$ cat src/rtl/sixteen_one_pkg.sv
// Shared constants and helpers for the sixteen_one selector.
//   N_IN   : number of data channels
//   SEL_W  : width of the channel select
//   MUX_W  : fan-in of one mux4_1 leaf
//   N_LEAF : number of first-level mux4_1 instances
package sixteen_one_pkg;

  localparam int N_IN   = 16;
  localparam int SEL_W  = 4;
  localparam int MUX_W  = 4;
  localparam int MUX_SW = 2;
  localparam int N_LEAF = N_IN / MUX_W;

  // One-hot decode of a channel select.
  function automatic logic [N_IN-1:0] sel_to_onehot(input logic [SEL_W-1:0] s);
    logic [N_IN-1:0] one;
    one = {{(N_IN-1){1'b0}}, 1'b1};
    return one << s;
  endfunction

endpackage

$ cat src/rtl/sixteen_one_mux4_1.sv
// mux4_1: 4-to-1 single-bit multiplexer, the leaf of the selector tree.
// Ports:
//   d_i [3:0] : data inputs
//   s_i [1:0] : select
//   y_o       : d_i[s_i]
module mux4_1
  import sixteen_one_pkg::*;
(
  input  logic [MUX_W-1:0]  d_i,
  input  logic [MUX_SW-1:0] s_i,
  output logic              y_o
);

  // Select one of the four data bits.
  always_comb begin
    y_o = 1'b0;
    case (s_i)
      2'd0:    y_o = d_i[0];
      2'd1:    y_o = d_i[1];
      2'd2:    y_o = d_i[2];
      2'd3:    y_o = d_i[3];
      default: y_o = 1'b0;
    endcase
  end

endmodule

$ cat src/rtl/sixteen_one.sv
// sixteen_one: 16-to-1 bit selector with a one-hot decode of the select and
// an enable-gated registered copy of the selected bit.
// Ports:
//   clk        : rising-edge clock
//   rst_n      : asynchronous active-low reset
//   a [15:0]   : data channels
//   sel [3:0]  : channel select
//   en         : capture enable for out_q
//   out        : combinational a[sel]
//   sel_onehot : combinational one-hot decode of sel
//   out_q      : registered a[sel], loaded when en is high
//   valid_q    : high when out_q was loaded on the last edge
module sixteen_one
  import sixteen_one_pkg::*;
#(
  parameter logic OUT_RST = 1'b0
) (
  input  logic             clk,
  input  logic             rst_n,
  input  logic [N_IN-1:0]  a,
  input  logic [SEL_W-1:0] sel,
  input  logic             en,
  output logic             out,
  output logic [N_IN-1:0]  sel_onehot,
  output logic             out_q,
  output logic             valid_q
);

  logic [N_LEAF-1:0] leaf_s;
  logic              mux_s;
  logic              out_d;
  logic              valid_d;

  // First level: each leaf picks within its group of four using sel[1:0].
  for (genvar g = 0; g < N_LEAF; g++) begin : g_leaf
    mux4_1 u_leaf (
      .d_i (a[g*MUX_W +: MUX_W]),
      .s_i (sel[MUX_SW-1:0]),
      .y_o (leaf_s[g])
    );
  end

  // Second level: pick the group using sel[3:2].
  mux4_1 u_root (
    .d_i (leaf_s),
    .s_i (sel[SEL_W-1:MUX_SW]),
    .y_o (mux_s)
  );

  assign out        = mux_s;
  assign sel_onehot = sel_to_onehot(sel);

  // Next-state for the registered copy: load on enable, otherwise hold.
  always_comb begin
    out_d   = out_q;
    valid_d = en;
    if (en) begin
      out_d = mux_s;
    end else begin
      out_d = out_q;
    end
  end

  // Output registers with asynchronous reset.
  always_ff @(posedge clk or negedge rst_n) begin
    if (!rst_n) begin
      out_q   <= OUT_RST;
      valid_q <= 1'b0;
    end else begin
      out_q   <= out_d;
      valid_q <= valid_d;
    end
  end

endmodule

$ cat config.mk
export PLATFORM = sky130hd
export DESIGN_NAME = sixteen_one
export DESIGN_NICKNAME = d
export VERILOG_FILES = /design/src/rtl/sixteen_one_pkg.sv /design/src/rtl/sixteen_one_mux4_1.sv /design/src/rtl/sixteen_one.sv
export SDC_FILE = /design/constraint.sdc
export NUM_CORES = 1
export LEC_CHECK = 0
export ABC_CLOCK_PERIOD_IN_PS = 1400
export BUFFER_PORTS_ARGS = -buffer_cell sky130_fd_sc_hd__buf_4
export CAP_MARGIN = 20
export CORE_AREA = 2 2 39 41
export DETAILED_ROUTE_END_ITERATION = 10
export DIE_AREA = 0 0 41 43
export PLACE_DENSITY = 0.69
export RECOVER_POWER = 100
export SETUP_SLACK_MARGIN = 0.2
export SLEW_MARGIN = 20
export SYNTH_ARGS = -nofsm -noshare
export SYNTH_HDL_FRONTEND = slang
export SYNTH_SLANG_ARGS = --single-unit
$ cat constraint.sdc
create_clock -name clk -period 1.4 [get_ports clk]
set_input_delay 0.14 -clock clk [delete_from_list [all_inputs] [get_ports clk]]
set_output_delay 0.14 -clock clk [all_outputs]
set_load 0.01 [all_outputs]
* After elaboration in Yosys (flattened, before gate mapping)
Cells that the tools add are included.
** Cells by class
- Reductions and logical operators :: 2
- Shift-type cells :: 1
- Equality and inequality tests :: 6
- Multiplexer cells :: 5
** Operator list (count)
- $pmux 1 s4 :: 5
- $shl 1x4->16 const A :: 1
- $eq 2x2->1 const B :: 4
- $eq 2x1->1 const B :: 2
- $logic_not 2->1 :: 2
** Word-level totals
- Flip-flop bits (word level) :: 2
- Output and inout bits :: 19
- Logic and storage cells :: 16
- Input bits :: 23

* Depth between registers and ports, before layout
- Word-level depth :: 3
- Gate-level depth with buffers :: 6
- Depth with buffers taken out :: 4

* Cells and area by module
Synthesis repeated with hierarchy kept, for this count alone.
** Second synthesis, totals
- Cells, all modules :: 28
- Area total of the unflattened synthesis :: 400.4 µm²
** By module, submodules not included
- sixteen_one :: instances 1, area each 287.8 µm², cells an instance 23
- mux4_1 :: instances 5, area each 22.5 µm², cells an instance 1

* Worst setup path before layout
OpenSTA, ideal clock, no wires.
- Path type :: input port to flip-flop
- Start point :: in sel[1]
- End point :: reg out_q
- Path slack :: 0.056 ns
- Setup time :: 0.125 ns
- Path buffers :: 1
- Cell stages on the path :: 5
- Data arrival time :: 1.219 ns
- Path through :: buf_6 mux2_4 o311ai_2 o221ai_2 mux2_4
** Between the ends
- Longest elaborated chain between the ends :: 3
- Elaborated cells on any way between the ends :: 9
- Those cells by class :: eq/ne: 3; mux: 5; reduce/logical: 1
** Ends and longest elaborated chain
- start: declaration :: RTL line sixteen_one.sv:21 : input logic [SEL_W-1:0] sel,
- $eq 2x2->1 (tied with other cells) :: RTL line sixteen_one_mux4_1.sv:17 : case (s_i)
- $pmux 1 s4 :: RTL line sixteen_one_mux4_1.sv:17
- $pmux 1 s4 * :: RTL line sixteen_one_mux4_1.sv:17
- named net out :: RTL line sixteen_one.sv:23 : output logic out,
- end signal: assignment :: RTL line sixteen_one.sv:70 : out_q <= out_d;
- end: declaration :: RTL line sixteen_one.sv:25 : output logic out_q,
Mark *: on every way through the listed nets, which the timed path passes. The rest lies on a longest branch.
A chain may end at the register's enable or synchronous reset.

* Final worst setup path
- Start point :: in sel[1]
- End point :: out out
** Between the ends
- Longest elaborated chain between the ends :: 3
- Elaborated cells on any way between the ends :: 9
- Those cells by class :: eq/ne: 3; mux: 5; reduce/logical: 1
** Ends and longest elaborated chain (RTL line)
- $eq 2x2->1 (tied with other cells) :: sixteen_one_mux4_1.sv:17
- $pmux 1 s4 :: sixteen_one_mux4_1.sv:17
- $pmux 1 s4 * :: sixteen_one_mux4_1.sv:17
- end: declaration :: sixteen_one.sv:23
Every way passes the cells marked *; elsewhere a longest branch is shown, timed or not.

==> impl_results.md <==
* Number of diodes at 0
* Number of global-route vias before repair at 477
* Area added between synthesis and finish at 105%
* Leading post-synthesis cells by cell area: dfrtp_1 (13%), nor3_1 (9.3%), nor2_1 (9.0%)
* Sequential area share after synthesis at 13.3%
* Worst skew pair latency at 0.23 ns
* Via density at 4.79
* Critical Path Fanout Max at 7
* Post-route cell area at 773 sq um
* Yosys top cell area share at 13.3%
* Period minus WS final at 1.31 ns
* Cells along the critical path: buf_12, mux2i_1, mux4_2, o221ai_2, buf_4
* Total number of vias at 560
* Post-synth EDFFs at 0
* P_leak at 0.356 nW
* Final ANT Viol Nets at 0
* Min-delay worst type: in2reg
* Least-Margin Pin Slew at 0.250 ns
* RSZ-0062 raised after global routing: true
* Row Count at 14
* Netlist cell types at 21
* Die area at 1760 sq um
* Io pins at 42
* Finished Layout Cells at 117
* Pre-CTS setup slack at 0.0200 ns
* GR Overflow Total at 0
* Worst Setup Start Kind: primary input
* Synth Warn # at 0
* Clk sinks at 2
* Power Dens Cells at 545 nW/um^2
* First-pass DRT Iterations at 3
* Share of post-route cells with drive strength above 1 at 47.5%
* Post-layout util at 55.9%
* Min-delay src: en
* Final WL at 1.33 mm
* CTS tree: built
* HPWL Detailed at 984 um
* Max-slew headroom at 83.3%
* Final setup violation count at 0
* Initial Utilization at 27.2%
* Die Height at 43 um
* Residual DRC at 0
* Avg Inst Size Synth at 7.85 sq um
* Setup crit end kind: primary output
* Post-DP Area at 724 sq um
* Required @ worst endpoint at 1.26 ns
* Worst Path Arrival at 1.17 ns
* Status: finished, final reports clean
* Critical-path top delay cell: mux4_2
* Nets at 126
* Core outline area at 1380 sq um
* Synth top cells by count: nor2_1 (9), nor3_1 (7), nand2_1 (4), nand2b_1 (4), mux2i_1 (3)
* Final hold violation count at 0
* Final period util at 93.7%
* Placed Cells at 107
* R2R setup slack at 0.65 ns
* Die Width at 41 um
* IO Port Bufs at 41
* Most common cell in the netlist: nor2_1
* FF+latch count, synth at 2
* Mapped Cells at 48
* R2r startpoint: out_q
* Initial detailed-routing violation count at 3
* Crit path kind: in2out
* Critical path's largest stage delay at 0.47 ns
* CP startpoint: sel[1]
* Clock Tree Root: clkbuf_4
* Max-Cap Viols at 0
* Fin Clk Skew at 0 ns
* Post-synth ARST share at 100%
* Post-Syn Area at 377 sq um
* Syn nets at 71
* Initial antenna violation count at 0
* Max-slew violation count at 0
* Final RePlAce weighted congestion at 0.749
* Clock buffer depth at 2
* Setup WS post-layout at 0.0883 ns
* Clock slew at reported path FFs at 0.03 ns
* H-tree lvl count at 1
* Setup TNS Final at 0 ns
* Gr usage total at 14.9%
* Top_reg_cell synth: dfrtp_1
* Peak supply drop at 0.321 mV
* First-pass GRT wire length at 1.84 mm
* Highest Clock Rate at 762 MHz
* CTS buffer count at 3
* WL/cell at 11.4 um
* Pin count of the biggest net entering global routing at 12
* Leading area contributor after synthesis: dfrtp_1
[cells in the final DEF, fill, tap and decap left out, types with 2 or more instances in the layout]
| cell | Yosys | routed |
|---|---|---|
| nor3_1 | 7 | 7 |
| buf_4 | 1 | 31 |
| clkbuf_4 | 0 | 3 |
| mux2_4 | 2 | 2 |
| nand2_1 | 4 | 4 |
| mux2_2 | 2 | 2 |
| dfrtp_1 | 2 | 2 |
| mux2i_1 | 3 | 3 |
| nor2_1 | 9 | 9 |
| nand2b_1 | 4 | 3 |
| clkbuf_1 | 1 | 20 |
[sequential cells by signal (all words and copies together) (netlist names)]
signal and cells:
valid_q 1, out_q 1
[area by class of cell]
| class | instances | area (sq um) |
|---|---|---|
| Fill cell | 161 | 611 |
| Clock buffer | 3 | 22.5 |
| Sequential cell | 2 | 50.0 |
| Inverter | 2 | 7.51 |
| Tap cell | 16 | 20.0 |
| Timing Repair Buffer | 55 | 364 |
| Multi-Input combinational cell | 39 | 309 |
[path summary, 6_finish.rpt]
kind,end,depth (start not counted)
hold / removal,valid_q,1
min in group asynchronous,out_q,2
setup / recovery,out,5
hold reg to reg,out_q,1
max in group asynchronous,valid_q,2
setup reg to reg,out_q,1
[what timing repair did]
item | CTS | global route
setup buffers | 2 | 4
gates resized for setup | 4 | 6
hold buffers | 1 | 0
pin swaps | 1 | 2
endpoints found under the setup margin | 2 | 4
hold endpoints to repair | 2 | 0
[where the power goes]
group          leakage (nW)  switching (mW)  internal, mW
clock network        0.0138          0.0344        0.0946
logic                 0.319          0.0914         0.133
registers            0.0236         0.00298        0.0651
[logic make-up (layout without fill, tap and decap cells)]
family | after synthesis | in the layout | synth area share (%)
buffers and inverters | 7 | 60 | 10.6
AO/OA/AOI/OAI | 5 | 5 | 15.6
multiplexers | 8 | 8 | 27.9
AND/OR/NAND/NOR | 26 | 26 | 32.6
flip-flops | 2 | 2 | 13.3
[critical path: cells and delay by family]
kind,cells,cell delay [ns]
mux,2,0.58
buf+inv,2,0.26
compound gates,1,0.19
[routing by layer]
layer  wire [um]  GRT usage, %  share of wire (%)
met1         476          19.0                 36
met2         728          22.2                 55
met3         109          3.14                8.2
met4          17          8.00                1.3
met5           0             0                  0
[per-stage QoR]
step,power (mW),hold slack [ns]
finish,0.421,0.0680
CTS,0.417,0.0417
global route,0.455,0.0526
global placement,0.267,-0.0784
detailed placement,0.271,-0.0763
floorplan,0.168,-0.156
(Power assumes the default switching activity.)
